[src/rtl/instr_encoder.sv]
// ============================================================================
// Module  : instr_encoder
// Purpose : Packs decoded RV64 fields into 32-bit instruction words and streams
//           them with byte addresses through a one-deep valid/ready stage.
// Revision: 1.0
// ============================================================================
`default_nettype none

module instr_encoder #(
    parameter int ADDR_W    = 10,
    parameter int BASE_ADDR = 0,
    parameter int MAX_INSTR = 256,
    parameter int ERR_W     = 8
) (
    input  logic              clk,
    input  logic              reset,
    input  logic              start,
    input  logic              in_valid,
    output logic              in_ready,
    input  logic [1:0]        fmt,
    input  logic [4:0]        rd,
    input  logic [4:0]        rs1,
    input  logic [4:0]        rs2,
    input  logic [2:0]        funct3,
    input  logic [63:0]       imm,
    output logic              out_valid,
    input  logic              out_ready,
    output logic [31:0]       out_instr,
    output logic [ADDR_W-1:0] out_addr,
    output logic              done,
    output logic              err,
    output logic [ERR_W-1:0]  err_count
);

    localparam int                CNT_W  = $clog2(MAX_INSTR + 1);
    localparam logic [CNT_W-1:0]  c_LAST = CNT_W'(MAX_INSTR - 1);
    localparam logic [ADDR_W-1:0] c_BASE = ADDR_W'(BASE_ADDR);

    localparam logic [1:0] S_IDLE = 2'd0;
    localparam logic [1:0] S_RUN  = 2'd1;
    localparam logic [1:0] S_DONE = 2'd2;

    logic [1:0]        r_state;
    logic [1:0]        w_state_nxt;
    logic              r_out_valid;
    logic [31:0]       r_out_instr;
    logic [ADDR_W-1:0] r_out_addr;
    logic [ADDR_W-1:0] r_next_addr;
    logic [CNT_W-1:0]  r_count;
    logic              r_err;
    logic [ERR_W-1:0]  r_err_count;

    logic        w_in_ready;
    logic        w_done;
    logic        w_accept;
    logic        w_legal;
    logic        w_legal_acc;
    logic        w_start_run;
    logic [11:0] w_i;
    logic [31:0] w_instr;

    // Representable iff bits 63..11 are a pure sign extension (-2048..2047).
    assign w_legal     = (&imm[63:11]) | ~(|imm[63:11]);
    assign w_accept    = in_valid & w_in_ready;
    assign w_legal_acc = w_accept & w_legal;
    assign w_start_run = start & ~r_out_valid & (r_state != S_RUN);
    assign w_i         = imm[11:0];

    always_ff @(posedge clk) begin
        if (reset) begin
            r_state <= S_IDLE;
        end else begin
            r_state <= w_state_nxt;
        end
    end

    always_comb begin
        w_state_nxt = r_state;
        case (r_state)
            S_IDLE:  if (w_start_run) w_state_nxt = S_RUN;
            S_RUN:   if (w_legal_acc && (r_count == c_LAST)) w_state_nxt = S_DONE;
            S_DONE:  if (w_start_run) w_state_nxt = S_RUN;
            default: w_state_nxt = S_IDLE;
        endcase
    end

    always_comb begin
        w_in_ready = 1'b0;
        w_done     = 1'b0;
        case (r_state)
            S_RUN:   w_in_ready = ~r_out_valid | out_ready;
            S_DONE:  w_done     = 1'b1;
            default: ;
        endcase
    end

    // Branch immediates arrive in halfword units, so i[k] is byte-offset bit k+1.
    always_comb begin
        w_instr = 32'd0;
        case (fmt)
            2'd0:    w_instr = {w_i, rs1, funct3, rd, 7'b0010011};
            2'd1:    w_instr = {w_i, rs1, funct3, rd, 7'b0000011};
            2'd2:    w_instr = {w_i[11:5], rs2, rs1, funct3, w_i[4:0], 7'b0100011};
            default: w_instr = {w_i[11], w_i[9:4], rs2, rs1, funct3, w_i[3:0], w_i[10], 7'b1100011};
        endcase
    end

    always_ff @(posedge clk) begin
        if (reset) begin
            r_out_valid <= 1'b0;
            r_out_instr <= 32'd0;
            r_out_addr  <= c_BASE;
            r_next_addr <= c_BASE;
            r_count     <= '0;
            r_err       <= 1'b0;
            r_err_count <= '0;
        end else begin
            if (w_legal_acc) begin
                r_out_valid <= 1'b1;
                r_out_instr <= w_instr;
                r_out_addr  <= r_next_addr;
                r_next_addr <= r_next_addr + ADDR_W'(4);
                r_count     <= r_count + CNT_W'(1);
            end else if (w_accept) begin
                r_err <= 1'b1;
                if (r_err_count != {ERR_W{1'b1}}) begin
                    r_err_count <= r_err_count + ERR_W'(1);
                end
                if (out_ready) begin
                    r_out_valid <= 1'b0;
                end
            end else if (out_ready) begin
                r_out_valid <= 1'b0;
            end
            if (w_start_run) begin
                r_next_addr <= c_BASE;
                r_count     <= '0;
                r_err       <= 1'b0;
                r_err_count <= '0;
            end
        end
    end

    assign in_ready  = w_in_ready;
    assign done      = w_done;
    assign out_valid = r_out_valid;
    assign out_instr = r_out_instr;
    assign out_addr  = r_out_addr;
    assign err       = r_err;
    assign err_count = r_err_count;

endmodule

`default_nettype wire
[config.mk]
export PLATFORM = sky130hd
export DESIGN_NAME = instr_encoder
export DESIGN_NICKNAME = d
export VERILOG_FILES = /design/src/rtl/instr_encoder.sv
export SDC_FILE = /design/constraint.sdc
export NUM_CORES = 1
export LEC_CHECK = 0
export ABC_AREA = 1
export BUFFER_PORTS_ARGS = -buffer_cell sky130_fd_sc_hd__buf_2
export CAP_MARGIN = 20
export CORE_ASPECT_RATIO = 0.7
export CORE_MARGIN = 2
export CORE_UTILIZATION = 45
export CTS_BUF_LIST = sky130_fd_sc_hd__clkbuf_4
export DETAILED_ROUTE_END_ITERATION = 10
export PLACE_DENSITY = 0.79
export SLEW_MARGIN = 20
export SYNTH_ARGS = -nofsm -noshare
export SYNTH_HDL_FRONTEND = slang
export SYNTH_SLANG_ARGS = --single-unit
[constraint.sdc]
create_clock -name clk -period 1.5 [get_ports clk]
set_clock_uncertainty 0.2 [all_clocks]
set_input_delay 0.075 -clock clk [delete_from_list [all_inputs] [get_ports clk]]
set_output_delay 0.075 -clock clk [all_outputs]
set_load 0.05 [all_outputs]
==> results of run 1 <==
==> cells in the mapped netlist <==
master / n
a21oi_1: 27
a221o_1: 3
a221oi_1: 2
buf_2: 3
buf_4: 7
buf_6: 3
clkbuf_1: 12
clkinv_2: 1
conb_1: 1
dfxtp_1: 66
ha_1: 4
inv_1: 42
inv_2: 1
nand2_1: 140
nand2_2: 2
nand3_1: 11
nand4_1: 7
nor2_1: 133
nor2_2: 1
nor3_1: 7
nor4_1: 1
o21ai_0: 39
or2_1: 1
xnor2_1: 6
xor2_1: 11
==> state kept, by name (all words and copies together), names as in the netlist <==
name         cells
err_count        8
out_instr       29
r_count          9
err              1
r_state          2
out_valid        1
r_next_addr      8
out_addr         8
==> what timing repair did <==
| action | CTS | global route |
|---|---|---|
| buffers inserted | 8 | 11 |
| hold buffers | 39 | 0 |
| setup endpoints to repair | 68 | 72 |
| hold endpoints to repair | 41 | 0 |
| cloned | 1 | 11 |
| resized for setup | 66 | 178 |
| pin swaps | 18 | 27 |
==> area by class of cell <==
type / instances / area share [%]
inverters: 44 / 2.97
flip-flops and latches: 66 / 21.4
repair buffers: 251 / 30.8
diodes: 2 / 0.0802
clock inverters: 7 / 1.60
clock buffers: 9 / 1.08
well taps: 98 / 1.96
repair inverters: 2 / 0.441
multi-input cells: 400 / 39.7
==> power by group through the flow <==
stage	logic (mW)	clock network (mW)	registers, mW
finish	0.614	1.47	1.76
global route	0.660	1.54	1.76
floorplan	0.198	0	1.81
CTS	0.519	1.42	1.76
detailed placement	0.406	0	1.80
global placement	0.391	0	1.80
==> how the worst max path moves through the flow <==
stage	start	endpoint	slack (ns)	cells after the start
2_1_floorplan	out_valid	out_instr[1]	-0.49	11
3_3_place_gp	imm[11]	out_instr[10]	-0.17	11
3_5_place_dp	imm[57]	out_instr[17]	-0.23	12
4_1_cts	err_count[0]	err_count[7]	-0.12	8
5_1_grt	err_count[1]	err_count[7]	-0.41	8
6_report	err_count[1]	err_count[4]	-0.29	8
==> per-layer routing <==
metal	vias up	wire, um
li1	2157	-
met1	2193	5630
met2	322	7650
met3	90	1240
met4	0	895
met5	-	0
==> stage by stage <==
stage	total power [mW]	utilization (%)	hold slack (ns)	cells
final	3.85	85.3	0.00893	879
after global routing	3.96	85.3	0.0966	879
after CTS	3.70	72.5	-0.0327	856
after detailed placement	2.20	61.8	0.115	792
after global placement	2.19	61.8	0.108	792
after floorplan	2.01	-	0.0205	534
==> kinds of logic after synthesis <==
logic type	synth area share, %
and+or+nand+nor	35.0
AOI/OAI and AO/OA	11.1
buffers and inverters	9.19
DFF	38.8
xor gates and xnor gates	4.37
adders and majority gates	1.47
other	0.110
==> critical path, cell delays in order (launching register included) <==
cell	delay (ns)
dfxtp_2	0.39
ha_4	0.14
nand4_1	0.14
nor2_2	0.15
nand2_1	0.12
nand4_1	0.23
buf_4	0.18
nand2_1	0.05
a21oi_1	0.11
==> flow_metrics.tcl, run 1 <==
set metrics [dict create \
    comb_power_share_pct 16.0 \
    placed_area_um2 4530 \
    drive_above_1_share_pct 49.3 \
    grt_pass1_vias 4257 \
    sequentialPowerShare_pct 45.8 \
    io_pins 143 \
    cp.required_ns 1.68 \
    wire_per_inst_um 17.5 \
    core_um2 7320 \
    rows 26 \
    r2r-start "err_count[1]" \
    layout_common_cells "buf_2 (135), nand2_1 (107), nor2_1 (88)" \
    swShare_pct 29.1 \
    p_int_mw 2.73 \
    fin_crit_sh_pct 119 \
    final.setup.worst_slack_ns -0.287 \
    period_needed_ns 1.79 \
    postRouteWirelength_mm 15.4 \
    failed_checks "setup timing" \
    area.sequential_um2 1340 \
    die_x_um 108 \
    cts.sinks 66 \
    start_kind "flop" \
    busiest_layer "met2" \
    antenna_left 0 \
    gr-usage-met2_pct 49.3 \
    hold_path_depth 7 \
    layout_commonest_cell "buf_2" \
    worst_skew_pair.late_latency_ns 0.46 \
    start_util_pct 46.5 \
    cts_tree "done" \
    synth_seq_cells 66 \
    syn_inst 531 \
    r2r_end "err_count[4]" \
    clkPwrFrac_pct 38.2 \
    yosys_warnings 0 \
    status "complete, but fails checks" \
    routed_via_density 5.42 \
    netlist_top_cells_area "dfxtp_1 (39%), nand2_1 (15%), nor2_1 (15%)" \
    cap_violations 0 \
    dieHeight_um 76.8 \
    setup_viol 67 \
    post-dp-hpwl_mm 7.06 \
    hp-class "primary input to flop" \
    grtUsageTotal_pct 28.1 \
    powerDensity_nw_per_um2 616 \
    place.gp.congestion 0.907 \
    hold_viol_final 0 \
    netlist_area_um2 3400 \
    multi_input_area_um2 2480 \
    drcViolationCount 0 \
    clockBufferDepth 2 \
    first_pass_iters 5 \
    setup_tns_ns -12.06 \
    antenna_found_initial 2 \
    die_area_um2 8290 \
    cts_buffers 9 \
    min_to "out_instr[7]" \
    use_met1_pct 32.5 \
    fin_area_um2 6240 \
    grt_pass1_wl_mm 18.8 \
    max_clock_freq_mhz 560 \
    crit_path_max_fanout 4 \
    clk_pin_slew_ns 0.15 \
    root_buffer "clkbuf_4" \
    leakage_nw 2.99 \
    crit_type "flop to flop" \
    syn_to_final_growth_pct 83.4 \
    report.final.slew_viol_count 0 \
    r2r_slack_ns -0.29 \
    synth.top_cell.area_share_pct 38.8 \
    layout.nets 867 \
    min_from "imm[0]" \
    overflow 0 \
    critPathCaptureType "flop" \
    synth_top_area_cell "dfxtp_1" \
    routed-via-count 4762 \
    ys_types 25 \
    io_buffers 138 \
    grt_max_degree 33 \
    synth_area_per_cell_um2 6.41 \
    nFillCells 378 \
    reg2reg_depth 8 \
    post-place-ws_ns -0.232 \
    power_switching_mw 1.12 \
    grt_use_met3_pct 7.40 \
    drt-initial-drc-count 389 \
    htreeDepth 3 \
    synth-seq-area-share_pct 38.8 \
    arrival_ns 1.97 \
    rsz0062_at_grt "true" \
    vdd_drop_max_mv 0.578 \
]
Power figures use the tool's default switching activity.
==> inputs of run 2 (changes only) <==
--- a/config.mk
+++ b/config.mk
@@ -9,11 +9,10 @@
 export BUFFER_PORTS_ARGS = -buffer_cell sky130_fd_sc_hd__buf_2
 export CAP_MARGIN = 20
 export CORE_ASPECT_RATIO = 0.7
-export CORE_MARGIN = 2
 export CORE_UTILIZATION = 45
-export CTS_BUF_LIST = sky130_fd_sc_hd__clkbuf_4
+export CTS_BUF_LIST = sky130_fd_sc_hd__clkbuf_2 sky130_fd_sc_hd__clkbuf_4 sky130_fd_sc_hd__clkbuf_8
 export DETAILED_ROUTE_END_ITERATION = 10
-export PLACE_DENSITY = 0.79
+export PLACE_DENSITY = 0.89
 export SLEW_MARGIN = 20
 export SYNTH_ARGS = -nofsm -noshare
 export SYNTH_HDL_FRONTEND = slang
==> run 2 against run 1 <==
Net effect: clock-buffer cell count grew 1; critical path type unchanged; utilization shrank 8.6 points; first-iteration DRC count shrank 34%; register-to-register slack gained 0.10 ns; via count shrank 7.2%; combinational power shrank 12%; largest cell class unchanged; worst setup slack gained 0.10 ns; the run still ends with setup timing left; global-route usage grew 1.9 points; flip-flop and latch count is the same; highest routed layer unchanged; sequential power is essentially flat; power shrank 4.8%; clock power shrank 7%.
==> flow_metrics.tcl, run 2 (same netlist as run 1, synthesis figures left out) <==
set metrics [dict create \
    antenna_left 0 \
    largest_reg_flops 29 \
    nFillCells 476 \
    grt_max_degree 33 \
    layout_commonest_cell "buf_2" \
    gr-usage-met2_pct 54.7 \
    fin_crit_sh_pct 112 \
    dieHeight_um 74.8 \
    cp.required_ns 1.58 \
    crit_path_max_fanout 8 \
    min_from "fmt[1]" \
    io_buffers 138 \
    leakage_nw 2.66 \
    cts_tree "done" \
    cts_buffers 9 \
    post-dp-hpwl_mm 7.13 \
    start_kind "flop" \
    swShare_pct 28.4 \
    period_needed_ns 1.68 \
    comb_power_share_pct 14.8 \
    status "complete, but fails checks" \
    htreeDepth 3 \
    drive_above_1_share_pct 41.1 \
    die_area_um2 7920 \
    arrival_ns 1.76 \
    wire_per_inst_um 14.6 \
    place.gp.congestion 0.850 \
    multi_input_area_um2 2130 \
    routed_via_density 5.15 \
    cts.sinks 66 \
    setup_viol 65 \
    rows 26 \
    drcViolationCount 0 \
    fin_area_um2 5610 \
    cap_violations 0 \
    root_buffer "clkbuf_8" \
    crit_type "flop to flop" \
    start_util_pct 46.5 \
    dp_cells 790 \
    report.final.slew_viol_count 0 \
    core_um2 7320 \
    first_pass_iters 5 \
    critPathCaptureType "flop" \
    r2r-start "out_valid" \
    clkPwrFrac_pct 37.1 \
    grt_use_met3_pct 7.97 \
    powerDensity_nw_per_um2 653 \
    overflow 0 \
    post-place-ws_ns -0.284 \
    min_to "out_instr[20]" \
    max_clock_freq_mhz 594 \
    vdd_drop_max_mv 0.364 \
    grtUsageTotal_pct 30.0 \
    power_switching_mw 1.04 \
    syn_to_final_growth_pct 64.8 \
    use_met1_pct 34.4 \
    postRouteWirelength_mm 12.5 \
    routed-via-count 4419 \
    hold_viol_final 0 \
    clk_pin_slew_ns 0.08 \
    fin_cells 858 \
    die_x_um 106 \
    failed_checks "setup timing" \
    layout_common_cells "buf_2 (137), nand2_1 (119), nor2_1 (112)" \
    antenna_found_initial 0 \
    io_pins 143 \
    grt_pass1_wl_mm 18.4 \
    reg2reg_depth 10 \
    hp-class "primary input to flop" \
    placed_area_um2 4490 \
    sequentialPowerShare_pct 48.0 \
    hold_path_depth 6 \
    final.setup.worst_slack_ns -0.183 \
    p_int_mw 2.62 \
    layout.nets 848 \
    rsz0062_at_grt "true" \
    grt_pass1_vias 4162 \
    area.sequential_um2 1330 \
    busiest_layer "met2" \
    worst_skew_pair.late_latency_ns 0.36 \
    r2r_end "r_count[2]" \
    num_antenna_cells 0 \
    drt-initial-drc-count 255 \
    clockBufferDepth 2 \
    r2r_slack_ns -0.18 \
]
run 2: metrics by stage:
step                      power [mW]  utilization (%)  hold WS (ns)  TNS [ns]
after detailed placement        2.20             61.3         0.122    -12.41
after CTS                       3.62             73.0        0.0132     -5.04
after global routing            3.80             76.7        0.0987    -10.23
final                           3.66             76.7        0.0818     -6.36
after floorplan                 2.01                -        0.0205    -29.40
after global placement          2.19             61.3         0.123     -9.55
run 2: repair_timing:
item | CTS | global route
buffers inserted | 11 | 2
setup endpoints to repair | 67 | 68
resized for setup | 66 | 73
gates cloned | 3 | 2
hold endpoints to repair | 34 | 0
pin swaps | 15 | 20
hold buffers | 36 | 0
run 2: power by group through the flow:
stage / combinational (mW) / clock (mW) / sequential (mW)
after global placement: 0.390 / 0 / 1.80
final: 0.543 / 1.36 / 1.76
after CTS: 0.508 / 1.35 / 1.76
after global routing: 0.592 / 1.44 / 1.76
after floorplan: 0.198 / 0 / 1.81
after detailed placement: 0.403 / 0 / 1.80
run 2: final cells by class:
class	instances	area share, %
Sequential cell	66	23.7
Inverter	44	3.30
Clock buffer	10	2.34
Multi-Input combinational cell	399	37.9
Clock inverter	6	0.736
Timing Repair Buffer	234	29.5
Tap cell	98	2.19
Timing Repair inverter	1	0.290
run 2: how the worst max path moves through the flow:
stage                         startpoint        endpoint  cells past startpoint
after floorplan                out_valid    out_instr[1]                     11
after global placement           imm[11]   out_instr[10]                     11
after detailed placement         imm[11]     out_addr[8]                     12
after CTS                     r_state[0]   out_instr[19]                      9
after global routing      r_next_addr[8]  r_next_addr[9]                      5
final                          out_valid      r_count[2]                     10
run 2: layer usage:
metal | up-vias | share of wire [%]
met1 | 2001 | 38
met5 | - | 0
met4 | 0 | 3.0
met3 | 43 | 8.8
li1 | 2104 | -
met2 | 271 | 50
run 2: worst max-delay path, cell delays in order (launching register included):
cell       delay (ns)
dfxtp_4          0.36
inv_4            0.03
nor2_4           0.10
nor3_4           0.05
nand2_2          0.07
clkinv_4         0.10
nand2_8          0.15
buf_12           0.15
clkbuf_16        0.16
nand2_1          0.07
a21oi_2          0.14
